**config.mk**
```make
export PLATFORM = sky130hd
export DESIGN_NAME = branch_target_predictor
export DESIGN_NICKNAME = d
export VERILOG_FILES = /design/src/rtl/branch_target_predictor_pkg.sv /design/src/rtl/branch_target_predictor_sat_counter2.sv /design/src/rtl/branch_target_predictor.sv
export SDC_FILE = /design/constraint.sdc
export NUM_CORES = 2
export LEC_CHECK = 0
export BUFFER_PORTS_ARGS = -buffer_cell sky130_fd_sc_hd__buf_2
export CAP_MARGIN = 40
export CORE_MARGIN = 1
export CORE_UTILIZATION = 55
export CTS_CLUSTER_DIAMETER = 200
export DETAILED_ROUTE_END_ITERATION = 12
export GPL_ROUTABILITY_DRIVEN = 0
export PLACE_DENSITY = 0.82
export RECOVER_POWER = 100
export SLEW_MARGIN = 30
export SYNTH_ARGS = -nofsm -noshare
export SYNTH_HDL_FRONTEND = slang
export SYNTH_HIERARCHICAL = 1
export SYNTH_SLANG_ARGS = --single-unit
```
**constraint.sdc**
```tcl
create_clock -name clk -period 16.2 [get_ports clk]
set_input_delay 3.24 -clock clk [delete_from_list [all_inputs] [get_ports clk]]
set_output_delay 3.24 -clock clk [all_outputs]
set_load 0.01 [all_outputs]
```
**src/rtl/branch_target_predictor_pkg.sv**
```systemverilog
// Shared branch-predictor constants: 2-bit counter encodings and default table sizing.
package branch_target_predictor_pkg;

  localparam logic [1:0] CTR_SNT = 2'b00;
  localparam logic [1:0] CTR_WNT = 2'b01;
  localparam logic [1:0] CTR_WT  = 2'b10;
  localparam logic [1:0] CTR_ST  = 2'b11;

  localparam int unsigned DEFAULT_IDX_BITS = 5;

endpackage

```
**src/rtl/branch_target_predictor_sat_counter2.sv**
```systemverilog
// Combinational next state for a 2-bit saturating direction counter.
module sat_counter2
  import branch_target_predictor_pkg::*;
(
  input  logic [1:0] ctr,
  input  logic       taken,
  input  logic       force_st,
  output logic [1:0] ctr_next
);

  always_comb begin
    ctr_next = ctr;
    if (force_st) begin
      ctr_next = CTR_ST;
    end else if (taken) begin
      if (ctr != CTR_ST) ctr_next = ctr + 2'd1;
    end else begin
      if (ctr != CTR_SNT) ctr_next = ctr - 2'd1;
    end
  end

endmodule

```
**src/rtl/branch_target_predictor.sv**
```systemverilog
// Direct-mapped BTB with 2-bit direction counters: zero-latency lookup, registered EX update.
module branch_target_predictor
  import branch_target_predictor_pkg::*;
#(
  parameter int unsigned XLEN     = 32,
  parameter int unsigned IDX_BITS = DEFAULT_IDX_BITS
) (
  input  logic            clk,
  input  logic            reset,
  input  logic [XLEN-1:0] if_pc,
  output logic            pred_taken,
  output logic [XLEN-1:0] pred_target,
  input  logic            upd_valid,
  input  logic [XLEN-1:0] upd_pc,
  input  logic            upd_taken,
  input  logic [XLEN-1:0] upd_target,
  input  logic            upd_is_branch
);

  localparam int unsigned TagBits = XLEN - IDX_BITS - 2;
  localparam int unsigned Entries = 1 << IDX_BITS;

  // Word-aligned key: low IDX_BITS are the index, the rest is the tag.
  function automatic logic [XLEN-3:0] pc_key(input logic [XLEN-1:0] pc);
    return pc[XLEN-1:2];
  endfunction

  logic [XLEN-3:0]     if_key, upd_key;
  logic [IDX_BITS-1:0] if_idx, upd_idx;
  logic [TagBits-1:0]  if_tag, upd_tag;

  logic                tbl_valid  [Entries];
  logic [TagBits-1:0]  tbl_tag    [Entries];
  logic [XLEN-1:0]     tbl_target [Entries];
  logic [1:0]          tbl_ctr    [Entries];

  logic       if_hit, upd_hit;
  logic [1:0] ctr_next;

  assign if_key  = pc_key(if_pc);
  assign upd_key = pc_key(upd_pc);
  assign if_idx  = if_key[IDX_BITS-1:0];
  assign if_tag  = if_key[XLEN-3:IDX_BITS];
  assign upd_idx = upd_key[IDX_BITS-1:0];
  assign upd_tag = upd_key[XLEN-3:IDX_BITS];

  assign if_hit  = tbl_valid[if_idx] && (tbl_tag[if_idx] == if_tag);
  assign upd_hit = tbl_valid[upd_idx] && (tbl_tag[upd_idx] == upd_tag);

  assign pred_taken  = if_hit && tbl_ctr[if_idx][1];
  assign pred_target = pred_taken ? tbl_target[if_idx] : if_pc + XLEN'(4);

  sat_counter2 u_sat_counter2 (
    .ctr      (tbl_ctr[upd_idx]),
    .taken    (upd_taken),
    .force_st (!upd_is_branch),
    .ctr_next (ctr_next)
  );

  always_ff @(posedge clk or negedge reset) begin
    if (!reset) begin
      for (int i = 0; i < Entries; i++) begin
        tbl_valid[i]  <= 1'b0;
        tbl_tag[i]    <= '0;
        tbl_target[i] <= '0;
        tbl_ctr[i]    <= CTR_WNT;
      end
    end else if (upd_valid) begin
      if (upd_hit) begin
        tbl_ctr[upd_idx] <= ctr_next;
        if (upd_taken || !upd_is_branch) tbl_target[upd_idx] <= upd_target;
      end else if (upd_taken) begin
        // Not-taken misses are never allocated so they cannot evict useful entries.
        tbl_valid[upd_idx]  <= 1'b1;
        tbl_tag[upd_idx]    <= upd_tag;
        tbl_target[upd_idx] <= upd_target;
        tbl_ctr[upd_idx]    <= upd_is_branch ? CTR_WT : CTR_ST;
      end
    end
  end

endmodule
```
* Yosys cells after proc, flatten, opt, wreduce, memory -nomap -nowiden
Cells that the tools add are included.
** Word-level totals
- Flip-flop bits (word level) :: 1920
- Input bits :: 101
** Cells by class
- $add $sub $neg :: 3
- Magnitude comparators :: 3
- Equal/unequal tests :: 4
- Muxes and demuxes :: 44
- Bitwise gates (word level) :: 4
- Reduce and logical (&&, ||, !) cells :: 11
** Operator list (count)
- $mux 1024 :: 3
- $bwmux 1024 :: 1
- $bwmux 800 :: 1
- $bmux 25 s5 :: 2
- $bmux 32 s5 :: 1
- $demux 32 s5 :: 1
- $bwmux 64 :: 2
- $mux 32 :: 4
- $mux 64 :: 2
- $demux 25 s5 :: 1
- $mux 25 :: 5
- $eq 25x25->1 :: 2
- $add 32x3->32 const B :: 1
- $or 32x32->32 :: 1
- $bmux 2 s5 :: 2
- $mux 2 :: 9
- $ge 6x6->1 const B :: 2
- $not 5->6 :: 2
- $bmux 1 s5 :: 2
- $demux 2 s5 :: 1
- $lt 6x1->1 const B :: 1
- $mux 1 :: 6
- $reduce_and 3->1 :: 2
- $demux 1 s5 :: 1
- 10 further kinds :: 14

* Longest topological paths before layout
- Depth after elaboration :: 10
- Depth in mapped cells :: 17

* Hierarchy
The synthesis kept the hierarchy.
** By module, submodules not included
- branch_target_predictor :: instances 1, cells each 6476, area each 95322.7 um^2, seq. area each 48086.1 um^2
- sat_counter2 :: instances 1, cells each 7, area each 36.3 um^2, seq. area each 0.0 um^2

* Worst setup path after synthesis
Ideal clock, no wire load.
- Path type :: input port to output port
- Start :: input port if_pc[2]
- End :: output port pred_target[0]
- Data arrival time :: 6.994 ns
- Data required time :: 12.960 ns
- Slack :: 5.966 ns
- Stages on the path :: 12
- Path buffers :: 8
- Cell sequence :: buf_2 -> buf_4 -> buf_2 -> buf_2 -> buf_2 -> buf_2 -> buf_2 -> buf_1 -> mux4_2 -> mux4_2 -> mux2_2 -> mux2_2
** On the way
- Word-level cells in the longest chain between the ends :: 8
- Elaborated cells between the ends (all ways) :: 17
** Ends and longest elaborated chain
- start: declaration :: line branch_target_predictor.sv:10 : input logic [XLEN-1:0] if_pc,
- $not 5->6 (not written as such) (*) :: line branch_target_predictor.sv:47, branch_target_predictor.sv:50, branch_target_predictor.sv:51
- $bmux 25 s5 :: line branch_target_predictor.sv:47 : assign if_hit = tbl_valid[if_idx] && (tbl_tag[if_idx] == if_tag);
- $mux 25 (not written as such) (2 in a row) :: line branch_target_predictor.sv:47
- $eq 25x25->1 :: line branch_target_predictor.sv:47
- $logic_and 1x1->1 :: line branch_target_predictor.sv:47
- $logic_and 1x1->1 :: line branch_target_predictor.sv:50 : assign pred_taken = if_hit && tbl_ctr[if_idx][1];
- $mux 32 (*) :: line branch_target_predictor.sv:51 : assign pred_target = pred_taken ? tbl_target[if_idx] : if_pc + XLEN'(4);
- end: declaration :: line branch_target_predictor.sv:12 : output logic [XLEN-1:0] pred_target,
Every way passes the cells marked *; elsewhere a longest branch is shown, timed or not. The select of a mux whose other input is x is not followed.

* Worst setup path in the final report
- Start :: input port upd_pc[3]
- End :: register tbl_target[762] in the netlist's numbering
** On the way
- Word-level cells in the longest chain between the ends :: 8
- Elaborated cells between the ends (all ways) :: 21
** Ends and longest elaborated chain
- start: declaration :: line branch_target_predictor.sv:14 : input logic [XLEN-1:0] upd_pc,
- $not 5->6 (not written as such) (*) :: line branch_target_predictor.sv:48, branch_target_predictor.sv:71, branch_target_predictor.sv:76
- $bmux 25 s5 (tied with other cells) :: line branch_target_predictor.sv:48 : assign upd_hit = tbl_valid[upd_idx] && (tbl_tag[upd_idx] == upd_tag);
- $mux 25 (not written as such) / $logic_and 1x1->1 (equally long branches) :: line branch_target_predictor.sv:48, branch_target_predictor.sv:71, branch_target_predictor.sv:76
- $mux 25 (not written as such) / $mux 32 (equally long branches) :: line branch_target_predictor.sv:48, branch_target_predictor.sv:71, branch_target_predictor.sv:76
- $eq 25x25->1 / $demux 32 s5 (equally long branches) :: line branch_target_predictor.sv:48, branch_target_predictor.sv:71, branch_target_predictor.sv:76
- $logic_and 1x1->1 / $bwmux 1024 (equally long branches) :: line branch_target_predictor.sv:48, branch_target_predictor.sv:71, branch_target_predictor.sv:76
- $ne 2x1->1 (no source line) (tied with other cells)
- $reduce_and 3->1 (no source line) / $mux 1024 (equally long branches)
- end signal: indexed assignment :: line branch_target_predictor.sv:71 : if (upd_taken || !upd_is_branch) tbl_target[upd_idx] <= upd_target;
- end signal: indexed assignment :: line branch_target_predictor.sv:76 : tbl_target[upd_idx] <= upd_target;
- end: declaration :: line branch_target_predictor.sv:34 : logic [XLEN-1:0] tbl_target [Entries];
Marks and branches as above.
A chain may end at the register's enable or synchronous reset.

==> results.py <==
metrics = {
    "clocking": {
        "cts_tree": "done",
        "cts_made_buffers": 186,
        "hold_buffers": 0,
        "cts.sinks": 1920,
        "cts_resized": 0,
        "cts_setup_buffers": 0,
        "clk_latency_ns": 0.86,
        "root_buffer": "clkbuf_16",
        "ctsHtreeMaxLevel": 4,
        "clkTransAtPathRegs_ns": 0.06,
        "cts_buffer_depth": 3,
    },
    "timing": {
        "period_needed_ns": 13.88,
        "final_hold_viol_count": 0,
        "whs_ns": 0.484,
        "skew_ns": 0.0418,
        "slew_headroom": -4.22,
        "fin_crit_sh": 0.857,
        "max_freq_mhz": 72.0,
        "drv_slew": 2690,
        "rsz0062_at_grt": "false",
        "setup_violations": 0,
        "tightest_slew_ns": 7.83,
        "setup-tns-final_ns": 0,
    },
    "floorplan": {
        "dieArea_sq_um": 175000,
        "die_y_um": 418,
        "rows": 152,
        "ioPinCount": 134,
        "initial_core_util": 0.555,
        "coreArea_sq_um": 172000,
        "fp.dieW_um": 418,
    },
    "synth": {
        "synth_area_sq_um": 95400,
        "synthMuxAreaShare": 0.406,
        "synth_xor_area_frac": 0.00432,
        "synth_cells": 6483,
        "yosys.area.top_type": "dfrtp_1",
        "yosys_register_bits": 1920,
        "synth.avg_cell_area_sq_um": 14.7,
        "ys.warnings.count": 6,
        "netlist_top_cells_area": "dfrtp_1 50%, mux2_2 22%, mux4_2 12%, mux2i_1 5.7%, buf_2 1.4%",
        "synth_cell_types": 71,
        "ys_top_cells_by_count": "1888 x dfrtp_1, 1839 x mux2_2, 541 x mux2i_1, 524 x mux4_2, 275 x buf_2",
        "synth_edf_count": 0,
        "yosysMostFrequentCell": "dfrtp_1",
        "ys_async_sr_fraction": 1.00,
        "synth_nets": 6585,
        "synth_seq_area_share": 0.504,
        "synth_top_area_share": 0.495,
        "synth_top_family_by_area": "multiplexers",
        "synth-compound-area-share": 0.0259,
        "synthSimpleGateAreaFrac": 0.0304,
        "ys.flop_type": "dfrtp_1",
        "synthAdderAreaFrac": 0.000131,
    },
    "worst_setup_path": {
        "ff2ff_setup_slack_ns": 8.30,
        "cp-start-kind": "input port",
        "required_ns": 16.92,
        "end_kind": "flip-flop",
        "reg2regPathDepth": 12,
        "path_class": "input port to flip-flop",
        "cp_data_arrival_time_ns": 14.60,
        "reg2reg_from": "tbl_tag[305]$_DFFE_PN0P_",
        "rr_endpoint": "tbl_target[762]$_DFFE_PN0P_",
        "critPathMaxFanout": 42,
    },
    "cells_and_area": {
        "multi_input_area_sq_um": 44600,
        "regArea_sq_um": 48100,
        "nets": 6464,
        "nFillCells": 12468,
        "syn2layout_area_growth_pct": 9.28,
        "drive_above_1_share": 0.446,
    },
    "global_routing": {
        "grt_overflow": 0,
        "antenna_found_initial": 33,
        "first_global_vias": 63960,
        "grt_first_pass_wirelength_mm": 427,
        "grt_max_degree": 179,
        "groute.usage.overall": 0.333,
    },
    "pwr": {
        "power_frac_seq": 0.480,
        "pwr-share-comb": 0.145,
        "p_clk_frac": 0.374,
        "p_leak_nw": 47.6,
        "internal_power_w": 0.00891,
        "ir_worst_vdd_uv": 118,
        "swShare": 0.261,
        "switchingPower_w": 0.00315,
        "p_per_area_nw_per_um2": 116,
    },
    "route": {
        "drc": 0,
        "via_per_inst": 6.96,
        "ant_nets": 0,
        "first_iter_violations": 7655,
        "drt_wl_total_mm": 290,
        "wl_per_cell_um": 32.8,
        "vias": 61549,
        "drtPass1Iterations": 8,
    },
    "min_path": {
        "hold_depth": 1,
        "hold_end": "tbl_target[576]$_DFFE_PN0P_",
        "hp-class": "flip-flop to flip-flop",
        "worstHoldStart": "tbl_target[576]$_DFFE_PN0P_",
    },
    "status": {
        "status": "finished with violations",
        "violations": "max-capacitance violations, max-slew violations",
    },
    "place": {
        "dp_hpwl_mm": 167,
        "io_buffers": 131,
    },
    "job": {
        "drv_cap": 103,
    },
}
## state kept, by name, summed over array words and instances (netlist names)
register,cells
tbl_ctr,64
tbl_tag,800
tbl_target,1024
tbl_valid,32
## metrics by stage
step / instance area, sq um / cells / power, W / util / worst slack (ns)
3_3_place_gp: 98000 / 8446 / 0.00744 / 0.570 / 4.02
4_1_cts: 105000 / 8802 / 0.0120 / 0.610 / 4.41
5_1_grt: 104000 / 8835 / 0.0124 / 0.606 / 2.22
2_1_floorplan: 95400 / 6483 / 0.00697 / - / 5.97
3_5_place_dp: 98500 / 8467 / 0.00757 / 0.573 / 4.42
6_report: 104000 / 8844 / 0.0121 / 0.606 / 2.32
## cell families (layout without fill, tap and decap cells)
family / after synthesis / count (layout)
AO/OA/AOI/OAI: 372 / 372
XOR/XNOR: 47 / 47
adder cells (fa/ha/maj): 1 / 1
buffers and inverters: 633 / 659
flip-flops: 1920 / 1920
multiplexers: 2976 / 2976
other: 0 / 25
AND/OR/NAND/NOR: 534 / 534
## power by group through the flow
stage               sequential, W  combinational, W  clock (W)
finish                    0.00579           0.00175    0.00452
global route              0.00585           0.00186    0.00473
CTS                       0.00577           0.00174    0.00454
detailed placement        0.00585           0.00172          0
global placement          0.00579           0.00165          0
floorplan                 0.00571           0.00126          0
## per-layer routing
metal / up-vias / track usage / part of all wire
met5: - / 0 / 0.00025
met4: 12 / 0.224 / 0.076
met3: 1096 / 0.0903 / 0.10
met2: 3605 / 0.509 / 0.46
met1: 32560 / 0.415 / 0.36
li1: 24276 / - / -
## final cells by class
class / instances / share of cell area
diodes: 25 / 0.000600
clock buffers: 283 / 0.0537
clock inverters: 52 / 0.00746
inverters: 10 / 0.000408
multi-input cells: 3930 / 0.428
flip-flops and latches: 1920 / 0.461
well taps: 2310 / 0.0277
repair buffers: 314 / 0.0205
## how the worst max path moves through the flow
stage / startpoint / end / slack [ns] / cells past startpoint
3_5_place_dp: if_pc[2] / pred_target[11] / 4.42 / 12
5_1_grt: reset / tbl_tag[437]$_DFFE_PN0P_ / 2.22 / 5
3_3_place_gp: if_pc[2] / pred_target[9] / 4.02 / 12
4_1_cts: if_pc[2] / pred_target[11] / 4.41 / 12
2_1_floorplan: if_pc[2] / pred_target[0] / 5.97 / 12
6_report: upd_pc[3] / tbl_target[762]$_DFFE_PN0P_ / 2.32 / 15
## cell usage in the layout, fill, tap and decap left out, drive strengths merged, types with 20 or more instances in the layout
| master | count |
|---|---|
| dfstp | 32 |
| nand2b | 41 |
| xnor2 | 20 |
| dfrtp | 1888 |
| nand2 | 113 |
| mux2i | 541 |
| clkbuf | 401 |
| mux2 | 1911 |
| nand4 | 31 |
| nand3 | 83 |
| o22ai | 209 |
| buf | 196 |
| nor4 | 76 |
| a21oi | 29 |
| a22oi | 26 |
| diode | 25 |
| xor2 | 27 |
| nor2 | 84 |
| clkinv | 36 |
| mux4 | 524 |
| o21ai | 21 |
## worst max-delay path: stages
cell and delay, ns:
clkbuf_1 1.84, clkbuf_1 1.53, buf_12 0.35, buf_4 0.60, mux4_2 0.38, nor2b_1 0.06
or3_1 0.36, or3_1 0.51, nor4_1 0.40, a41oi_4 0.17, clkbuf_1 0.61, buf_4 0.54
nor2_1 1.52, clkbuf_1 1.81, mux2_2 0.47
(Power assumes the default switching activity.)
